[config.mk]
export PLATFORM = sky130hd
export DESIGN_NAME = alu_control_md
export DESIGN_NICKNAME = d
export VERILOG_FILES = /design/src/rtl/alu_pkg.sv /design/src/rtl/muldiv_seq.sv /design/src/rtl/alu_control_md.sv
export SDC_FILE = /design/constraint.sdc
export NUM_CORES = 1
export LEC_CHECK = 0
export BUFFER_PORTS_ARGS = -buffer_cell sky130_fd_sc_hd__buf_2
export CAP_MARGIN = 15
export CORE_MARGIN = 1
export CORE_UTILIZATION = 61
export DETAILED_ROUTE_END_ITERATION = 8
export PLACE_DENSITY = 0.8
export SLEW_MARGIN = 15
export SYNTH_ARGS = -nofsm -noshare
export SYNTH_HDL_FRONTEND = slang
export SYNTH_SLANG_ARGS = --single-unit
[constraint.sdc]
create_clock -name clk -period 5.5 [get_ports clk]
set_input_delay 0.275 -clock clk [delete_from_list [all_inputs] [get_ports clk]]
set_output_delay 0.275 -clock clk [all_outputs]
set_load 0.05 [all_outputs]
[src/rtl/alu_pkg.sv]
// Shared constants for the ALU-control stage: operation codes, funct/alu_op encodings
// and the mult/div sequencer state encoding.
package alu_pkg;

    localparam int ALU_CTRL_W = 4;

    localparam logic [3:0] ALU_AND  = 4'b0000;
    localparam logic [3:0] ALU_OR   = 4'b0001;
    localparam logic [3:0] ALU_ADD  = 4'b0010;
    localparam logic [3:0] ALU_XOR  = 4'b0011;
    localparam logic [3:0] ALU_SUB  = 4'b0110;
    localparam logic [3:0] ALU_SLT  = 4'b0111;
    localparam logic [3:0] ALU_SLL  = 4'b1000;
    localparam logic [3:0] ALU_SRL  = 4'b1001;
    localparam logic [3:0] ALU_SRA  = 4'b1010;
    localparam logic [3:0] ALU_NOR  = 4'b1100;
    localparam logic [3:0] ALU_SLTU = 4'b1111;

    localparam logic [1:0] AOP_ADD   = 2'b00;
    localparam logic [1:0] AOP_SUB   = 2'b01;
    localparam logic [1:0] AOP_RTYPE = 2'b10;
    localparam logic [1:0] AOP_OR    = 2'b11;

    localparam logic [5:0] F_SLL   = 6'b000000;
    localparam logic [5:0] F_SRL   = 6'b000010;
    localparam logic [5:0] F_SRA   = 6'b000011;
    localparam logic [5:0] F_MFHI  = 6'b010000;
    localparam logic [5:0] F_MTHI  = 6'b010001;
    localparam logic [5:0] F_MFLO  = 6'b010010;
    localparam logic [5:0] F_MTLO  = 6'b010011;
    localparam logic [5:0] F_MULT  = 6'b011000;
    localparam logic [5:0] F_MULTU = 6'b011001;
    localparam logic [5:0] F_DIV   = 6'b011010;
    localparam logic [5:0] F_DIVU  = 6'b011011;
    localparam logic [5:0] F_ADD   = 6'b100000;
    localparam logic [5:0] F_ADDU  = 6'b100001;
    localparam logic [5:0] F_SUB   = 6'b100010;
    localparam logic [5:0] F_SUBU  = 6'b100011;
    localparam logic [5:0] F_AND   = 6'b100100;
    localparam logic [5:0] F_OR    = 6'b100101;
    localparam logic [5:0] F_XOR   = 6'b100110;
    localparam logic [5:0] F_NOR   = 6'b100111;
    localparam logic [5:0] F_SLT   = 6'b101010;
    localparam logic [5:0] F_SLTU  = 6'b101011;

    typedef logic [1:0] seq_state_t;
    localparam seq_state_t SEQ_IDLE = 2'd0;
    localparam seq_state_t SEQ_RUN  = 2'd1;
    localparam seq_state_t SEQ_FIX  = 2'd2;

endpackage

[src/rtl/muldiv_seq.sv]
// Iterative multiply/divide sequencer (one shift-add or restoring-subtract step per cycle)
// that owns the HI/LO registers.
module muldiv_seq
    import alu_pkg::*;
#(
    parameter int DATA_W = 32
) (
    input  logic              clk,
    input  logic              reset_n,
    input  logic              start,
    input  logic [1:0]        op,
    input  logic              mthi,
    input  logic              mtlo,
    input  logic [DATA_W-1:0] rs_val,
    input  logic [DATA_W-1:0] rt_val,
    output logic              busy,
    output logic [DATA_W-1:0] hi,
    output logic [DATA_W-1:0] lo
);

    localparam int CNT_W = $clog2(DATA_W);
    localparam int ACC_W = 2 * DATA_W + 1;

    seq_state_t        state_q, state_d;
    logic [CNT_W-1:0]  cnt_q, cnt_d;
    logic [ACC_W-1:0]  acc_q, acc_d;
    logic [DATA_W-1:0] b_q, b_d;
    logic              div_q, div_d;
    logic              neg_lo_q, neg_lo_d;
    logic              neg_hi_q, neg_hi_d;
    logic [DATA_W-1:0] hi_q, hi_d;
    logic [DATA_W-1:0] lo_q, lo_d;

    logic              a_neg, b_neg;
    logic [DATA_W-1:0] a_mag, b_mag;
    logic [DATA_W:0]   mul_sum, div_diff;
    logic [ACC_W-1:0]  mul_next, div_sh, div_next;
    logic [2*DATA_W-1:0] prod;

    // acc holds {upper partial product, multiplier} for mult and {remainder, quotient} for div
    always_comb begin
        a_neg    = !op[0] && rs_val[DATA_W-1];
        b_neg    = !op[0] && rt_val[DATA_W-1];
        a_mag    = a_neg ? -rs_val : rs_val;
        b_mag    = b_neg ? -rt_val : rt_val;
        mul_sum  = acc_q[ACC_W-1:DATA_W] + (acc_q[0] ? {1'b0, b_q} : '0);
        mul_next = {1'b0, mul_sum, acc_q[DATA_W-1:1]};
        div_sh   = {acc_q[ACC_W-2:0], 1'b0};
        div_diff = div_sh[ACC_W-1:DATA_W] - {1'b0, b_q};
        div_next = div_diff[DATA_W] ? div_sh : {div_diff, div_sh[DATA_W-1:1], 1'b1};
        prod     = neg_lo_q ? -acc_q[2*DATA_W-1:0] : acc_q[2*DATA_W-1:0];
    end

    always_comb begin
        state_d  = state_q;
        cnt_d    = cnt_q;
        acc_d    = acc_q;
        b_d      = b_q;
        div_d    = div_q;
        neg_lo_d = neg_lo_q;
        neg_hi_d = neg_hi_q;
        hi_d     = hi_q;
        lo_d     = lo_q;
        if (mthi) hi_d = rs_val;
        if (mtlo) lo_d = rs_val;
        case (state_q)
            SEQ_IDLE: begin
                if (start) begin
                    div_d    = op[1];
                    b_d      = b_mag;
                    cnt_d    = CNT_W'(DATA_W - 1);
                    neg_lo_d = a_neg ^ b_neg;
                    neg_hi_d = op[1] && a_neg;
                    if (op[1] && (rt_val == '0)) begin
                        // FIX then reads quotient = all-ones, remainder = dividend
                        acc_d    = {1'b0, rs_val, {DATA_W{1'b1}}};
                        neg_lo_d = 1'b0;
                        neg_hi_d = 1'b0;
                        cnt_d    = '0;
                        state_d  = SEQ_FIX;
                    end else begin
                        acc_d   = {{(DATA_W + 1){1'b0}}, a_mag};
                        state_d = SEQ_RUN;
                    end
                end
            end
            SEQ_RUN: begin
                acc_d = div_q ? div_next : mul_next;
                if (cnt_q == '0) begin
                    state_d = SEQ_FIX;
                end else begin
                    cnt_d = cnt_q - 1'b1;
                end
            end
            SEQ_FIX: begin
                if (div_q) begin
                    lo_d = neg_lo_q ? -acc_q[DATA_W-1:0] : acc_q[DATA_W-1:0];
                    hi_d = neg_hi_q ? -acc_q[2*DATA_W-1:DATA_W] : acc_q[2*DATA_W-1:DATA_W];
                end else begin
                    hi_d = prod[2*DATA_W-1:DATA_W];
                    lo_d = prod[DATA_W-1:0];
                end
                state_d = SEQ_IDLE;
            end
            default: state_d = SEQ_IDLE;
        endcase
    end

    always_ff @(posedge clk) begin
        if (!reset_n) begin
            state_q  <= SEQ_IDLE;
            cnt_q    <= '0;
            acc_q    <= '0;
            b_q      <= '0;
            div_q    <= 1'b0;
            neg_lo_q <= 1'b0;
            neg_hi_q <= 1'b0;
            hi_q     <= '0;
            lo_q     <= '0;
        end else begin
            state_q  <= state_d;
            cnt_q    <= cnt_d;
            acc_q    <= acc_d;
            b_q      <= b_d;
            div_q    <= div_d;
            neg_lo_q <= neg_lo_d;
            neg_hi_q <= neg_hi_d;
            hi_q     <= hi_d;
            lo_q     <= lo_d;
        end
    end

    assign busy = (state_q != SEQ_IDLE);
    assign hi   = hi_q;
    assign lo   = lo_q;

endmodule

[src/rtl/alu_control_md.sv]
// ALU-control stage: decodes alu_op/funct into a registered 4-bit ALU code, stalls HI/LO
// instructions while the mult/div sequencer is busy.
module alu_control_md
    import alu_pkg::*;
#(
    parameter int DATA_W = 32,
    parameter int CTRL_W = ALU_CTRL_W
) (
    input  logic              clk,
    input  logic              reset_n,
    input  logic              in_valid,
    input  logic [1:0]        alu_op,
    input  logic [5:0]        funct,
    input  logic [DATA_W-1:0] rs_val,
    input  logic [DATA_W-1:0] rt_val,
    output logic              stall,
    output logic              out_valid,
    output logic [CTRL_W-1:0] alu_ctrl,
    output logic              illegal,
    output logic              busy,
    output logic [DATA_W-1:0] hi,
    output logic [DATA_W-1:0] lo
);

    logic [3:0]        code_d;
    logic              illegal_d;
    logic              hilo_grp;
    logic              accept;
    logic              seq_start;
    logic              seq_mthi;
    logic              seq_mtlo;
    logic              out_valid_q;
    logic [CTRL_W-1:0] alu_ctrl_q;
    logic              illegal_q;

    always_comb begin
        code_d    = ALU_ADD;
        illegal_d = 1'b0;
        case (alu_op)
            AOP_ADD: code_d = ALU_ADD;
            AOP_SUB: code_d = ALU_SUB;
            AOP_OR:  code_d = ALU_OR;
            AOP_RTYPE: begin
                casez (funct)
                    F_ADD, F_ADDU:        code_d = ALU_ADD;
                    F_SUB, F_SUBU:        code_d = ALU_SUB;
                    F_AND:                code_d = ALU_AND;
                    F_OR:                 code_d = ALU_OR;
                    F_XOR:                code_d = ALU_XOR;
                    F_NOR:                code_d = ALU_NOR;
                    F_SLT:                code_d = ALU_SLT;
                    F_SLTU:               code_d = ALU_SLTU;
                    F_SLL:                code_d = ALU_SLL;
                    F_SRL:                code_d = ALU_SRL;
                    F_SRA:                code_d = ALU_SRA;
                    6'b0100??, 6'b0110??: code_d = ALU_ADD;
                    default:              illegal_d = 1'b1;
                endcase
            end
            default: code_d = ALU_ADD;
        endcase
    end

    // 0100xx (mfhi/mthi/mflo/mtlo) and 0110xx (mult/div) all touch HI/LO
    assign hilo_grp  = (alu_op == AOP_RTYPE) && (funct[5:4] == 2'b01) && !funct[2];
    assign stall     = in_valid && busy && hilo_grp;
    assign accept    = in_valid && !stall;
    assign seq_start = accept && hilo_grp && funct[3];
    assign seq_mthi  = accept && hilo_grp && (funct == F_MTHI);
    assign seq_mtlo  = accept && hilo_grp && (funct == F_MTLO);

    muldiv_seq #(
        .DATA_W (DATA_W)
    ) u_muldiv_seq (
        .clk     (clk),
        .reset_n (reset_n),
        .start   (seq_start),
        .op      (funct[1:0]),
        .mthi    (seq_mthi),
        .mtlo    (seq_mtlo),
        .rs_val  (rs_val),
        .rt_val  (rt_val),
        .busy    (busy),
        .hi      (hi),
        .lo      (lo)
    );

    always_ff @(posedge clk) begin
        if (!reset_n) begin
            out_valid_q <= 1'b0;
            alu_ctrl_q  <= CTRL_W'(ALU_ADD);
            illegal_q   <= 1'b0;
        end else begin
            out_valid_q <= accept;
            illegal_q   <= accept && illegal_d;
            if (accept) alu_ctrl_q <= CTRL_W'(code_d);
        end
    end

    assign out_valid = out_valid_q;
    assign alu_ctrl  = alu_ctrl_q;
    assign illegal   = illegal_q;

endmodule
### After elaboration in Yosys (flattened, before gate mapping)

Cells that the tools add are included.

* eq/ne operators: 25
* add/subtract/negate cells: 8
* bitwise gates (word level): 1
* reductions and logical operators: 32
* multiplexer cells: 31

Operators with widths (number)
* two-way mux 32 bit: 11
* two-way mux 65 bit: 3
* one-hot mux 65 bit (2 select lines): 1
* two-way mux 64 bit: 2
* negator 32 bit: 4
* negator 64 bit: 1
* equality test 6 bit, second input constant: 10
* one-hot mux 4 bit (10 select lines): 1
* adder 33 bit: 1
* subtractor 33 x 32 -> 33 bit: 1
* zero test 32 bit: 1
* one-hot mux 4 bit (4 select lines): 1
* two-way mux 5 bit: 3
* OR reduction 15 bit: 1
* logical AND 1 bit: 14
* equality test 6 x 2 -> 1 bit, second input constant: 2
* equality test 6 x 5 -> 1 bit, second input constant: 2
* one-hot mux 5 bit (2 select lines): 1
* equality test 4 x 3 -> 1 bit, second input constant: 2
* nonzero test 2 bit: 4
* equality test 2 x 1 -> 1 bit, second input constant: 3
* equality test 2 bit, second input constant: 3
* zero test 6 bit: 1
* two-way mux 2 bit: 3
* other kinds (12): 21

* flip-flop bits (word level): 177
* input port bits: 75
* output and inout port bits: 72
* logic and storage cells: 109

### Logic depth before layout (Yosys ltp)

* word-level depth: 10
* mapped depth: 22
* depth with buffers taken out: 19

### Cells and area by module

From an unflattened synthesis, not the netlist that was laid out.

* cells, all modules: 1984
* area, all modules: 15145.8 sq um

Modules (own cells, without submodules)
* muldiv_seq: seq. area each 3423.3 sq um, times used 1, area each 14641.5 sq um, cells an instance 1922
* alu_control_md: seq. area each 120.1 sq um, times used 1, area each 504.2 sq um, cells an instance 62

### Worst setup path after synthesis

Ideal clock, no wire load.

* path type: flip-flop to flip-flop
* from: register u_muldiv_seq.acc_q[50]
* to: register u_muldiv_seq.acc_q[38]
* buffers on the path: 4
* arrival: 4.151 ns
* data required time: 5.368 ns
* period minus slack after synthesis: 4.283 ns
* cell stages (with the launch flop): 20
* library setup time: 0.132 ns
* slack: 1.217 ns
* path through: dfxtp_1 ha_1 clkbuf_1 a21oi_1 o21ai_0 a31o_2 and3_1 a221oi_1 o21ai_0 a31o_2 nand3_1 nand2_1 ha_1 clkbuf_1 buf_1 clkbuf_1 mux2i_1 nand2_1 o211ai_1 a21oi_1

* cells in the longest elaborated chain, start to end: 4

RTL lines
* start: declaration: RTL line muldiv_seq.sv:26 `logic [ACC_W-1:0] acc_q, acc_d;`
* start signal: assignment: RTL line muldiv_seq.sv:113 `acc_q <= '0;`
* start signal: assignment: RTL line muldiv_seq.sv:123 `acc_q <= acc_d;`
* subtractor 33 x 32 -> 33 bit: RTL line muldiv_seq.sv:49 `div_diff = div_sh[ACC_W-1:DATA_W] - {1'b0, b_q};`
* two-way mux 65 bit: RTL line muldiv_seq.sv:50 `div_next = div_diff[DATA_W] ? div_sh : {div_diff, div_sh[DATA_W-1:1], 1'b1};`
* two-way mux 65 bit: RTL line muldiv_seq.sv:88 `acc_d = div_q ? div_next : mul_next;`
* one-hot mux 65 bit (2 select lines): RTL line muldiv_seq.sv:66 `case (state_q)`

No other way between the ends.
A chain may end at the register's enable or synchronous reset.

### Worst setup path in the final report

* from: register u_muldiv_seq.acc_q[50]
* to: register u_muldiv_seq.acc_q[42]

The elaborated chain is that of the path after synthesis.

==> results.cfg <==
[routing]
firstDrtPassIters = 6
top_layer = met4
drt_iter0_drc = 1597
drc_errors = 0
ant_nets = 0
wl_met2_um = 21800
wire_per_inst_um = 20.4
post_drt_via_cell_ratio = 6.52
wl_met3_um = 4410
met1_length_um = 20600
wl_um = 48500
route.vias.total = 15500

[worst_setup_path]
worstPathArrival_ns = 5.10
start_kind = flip-flop
critPathRequiredTime_ns = 5.79
crit_type = flip-flop to flip-flop
crit_path_max_fanout = 14
ff2ff_path_depth = 16
endpoint_kind = flip-flop

[global_route]
grt_pass1_wl_um = 74600
grt-ovfl-total = 0
track_usage = 0.382
grt_max_degree = 90
grt_pass1_vias = 13900
antenna_found_initial = 0

[synthesis]
yosysWarningCount = 0
synth_top_area_share = 0.237
synth_area_per_cell_um2 = 7.48
ys.flop_type = dfxtp_1
synth_area_leaders = dfxtp_1, a21oi_1, nor2_1, ha_1, xnor2_1
synth_area_um2 = 15000
yosysSeqAreaShare = 0.237
ys_async_sr_fraction = 0
synth_fp_nets = 2146
yosys-top-cells-count = nor2_1, a21oi_1, dfxtp_1, clkbuf_1
syn_inst = 1998
synthDistinctLibCells = 83
synth-edff-count = 0
ys_ff_latch = 177
post-synth-top-area-cell = dfxtp_1
yosysMostFrequentCell = nor2_1

[job]
cap_violations = 0

[pwr]
p_leak_uw = 0.00687
p_per_area_nw_per_um2 = 179
vdd_drop_max_mv = 0.217

[placement]
numPortBuffers = 146
gp_congestion = 1.01
place_hpwl_um = 36100

[cts]
root_buffer = clkbuf_16
h-tree-depth = 4
cts_tree = built
cts_setup_buffers = 0
clock-sinks = 177
path_clk_slew_ns = 0.09
post_cts_resize_count = 0
cts_hold_buf = 0
cts_buffers = 17
insertion_delay_ns = 0.44
cts_buffer_depth = 2

[cells_and_area]
drive_gt1_frac = 0.130
n_fill_cell = 2096
final_nets = 2195
antenna_cells = 0
syn_to_final_growth_pct = 9.38
fin_util = 0.689

[floorplan]
start_util = 0.630
die_height_um = 159
die_x_um = 159
io_pins = 147
die_area_um2 = 25100
num_rows = 56
core_area_um2 = 23800

[timing]
setup_viol = 0
finalHoldViolCount = 0
skew_ns = 0.0168
fmax_ghz = 0.208
finalMaxSlewViolations = 0
fin_setup_tns_ns = 0
worstMarginPinSlew_ns = 1.19
rsz0062_at_grt = false
layout_min_cycle_time_ns = 4.81
period_share = 0.875
relSlewSlack = 0.205

[worst_hold_path]
min_path_type = input pin to flip-flop
holdPathStages = 3

[run_status]
status = finished clean
registers in the layout (all words and copies together) (netlist names):
register               flops
u_muldiv_seq.cnt_q         5
alu_ctrl                   4
u_muldiv_seq.state_q       2
u_muldiv_seq.div_q         1
u_muldiv_seq.acc_q        65
u_muldiv_seq.lo           32
u_muldiv_seq.neg_hi_q      1
illegal                    1
u_muldiv_seq.hi           32
out_valid                  1
u_muldiv_seq.b_q          32
u_muldiv_seq.neg_lo_q      1
cell type report:
type	count	area [um^2]	share of cell area
tap	319	399	0.0244
clock inverter	14	166	0.0102
inverter	67	254	0.0155
multi-input combinational	1616	10700	0.652
sequential	177	3540	0.217
timing repair buffer	168	896	0.0548
clock buffer	18	439	0.0268
placed cells by master (no fill, tap or decap), types with 20 or more instances in the layout:
master,netlist,final
inv_1,67,66
buf_2,7,146
or4_1,23,23
o21ai_0,116,116
nor2_1,261,259
a221oi_1,34,34
nand3_1,35,35
nand2_1,116,116
mux2i_1,71,71
a21oi_1,199,199
dfxtp_1,177,176
nor3_1,50,50
buf_4,0,22
xor2_1,67,67
xnor2_1,96,96
o31ai_1,20,20
ha_1,71,71
a21o_1,29,29
mux2_2,26,26
nand2b_1,28,27
a211oi_1,105,105
worst max-delay path, stage by stage (launching register included):
cell	delay, ns
dfxtp_1	0.54
ha_1	0.39
a21oi_1	0.24
o211ai_1	0.18
a211oi_1	0.22
o21ai_0	0.21
a221oi_1	0.52
o21ai_0	0.24
a31o_2	0.31
nand3_1	0.08
nand2_1	0.09
ha_1	0.67
buf_4	0.32
mux2i_1	0.23
nor2_1	0.06
a311oi_1	0.29
a311oi_1	0.08
stage by stage:
step,instances,area (um^2),hold WS [ns],power (uW),setup slack (ns)
after floorplan,1998,15000,0.411,1560,1.22
after global placement,2347,15800,0.442,1690,0.997
after detailed placement,2347,15800,0.462,1690,0.897
after CTS,2379,16400,0.136,2920,0.861
after global routing,2379,16400,0.145,3020,0.256
final,2379,16400,0.135,2930,0.687
kinds of logic (layout without fill, tap and decap cells):
group | after synthesis | in the layout | share of synthesized area
AO/OA/AOI/OAI | 641 | 641 | 0.280
AND/OR/NAND/NOR | 642 | 642 | 0.206
XOR/XNOR | 163 | 163 | 0.0955
flip-flops | 177 | 177 | 0.237
buffers and inverters | 205 | 267 | 0.0527
adder cells (fa/ha/maj) | 73 | 73 | 0.0621
multiplexers | 97 | 97 | 0.0671
where the power goes:
group | leakage [uW] | switching [uW] | total [uW] | internal (uW)
registers | 0.00143 | 6.95 | 1290 | 1290
clock network | 0.000292 | 630 | 1260 | 626
logic | 0.00515 | 250 | 383 | 132
total | 0.00687 | 887 | 2930 | 2050
metal layers:
metal	track usage	vias up
met1	0.505	7200
met2	0.624	756
met4	0.140	0
li1	-	7420
met3	0.0626	131
met5	0	-
worst paths after layout:
check / from / end / slack (ns)
worst max-delay path: u_muldiv_seq.acc_q[50]$_SDFFE_PN0P_ / u_muldiv_seq.acc_q[42]$_SDFFE_PN0P_ / 0.69
worst min register to register: u_muldiv_seq.b_q[30]$_SDFFE_PN0P_ / u_muldiv_seq.b_q[30]$_SDFFE_PN0P_ / 0.47
worst min-delay path: rt_val[4] / u_muldiv_seq.b_q[4]$_SDFFE_PN0P_ / 0.13
worst max register to register: u_muldiv_seq.acc_q[50]$_SDFFE_PN0P_ / u_muldiv_seq.acc_q[42]$_SDFFE_PN0P_ / 0.69
Note: power is estimated with default switching activity, not from simulation.
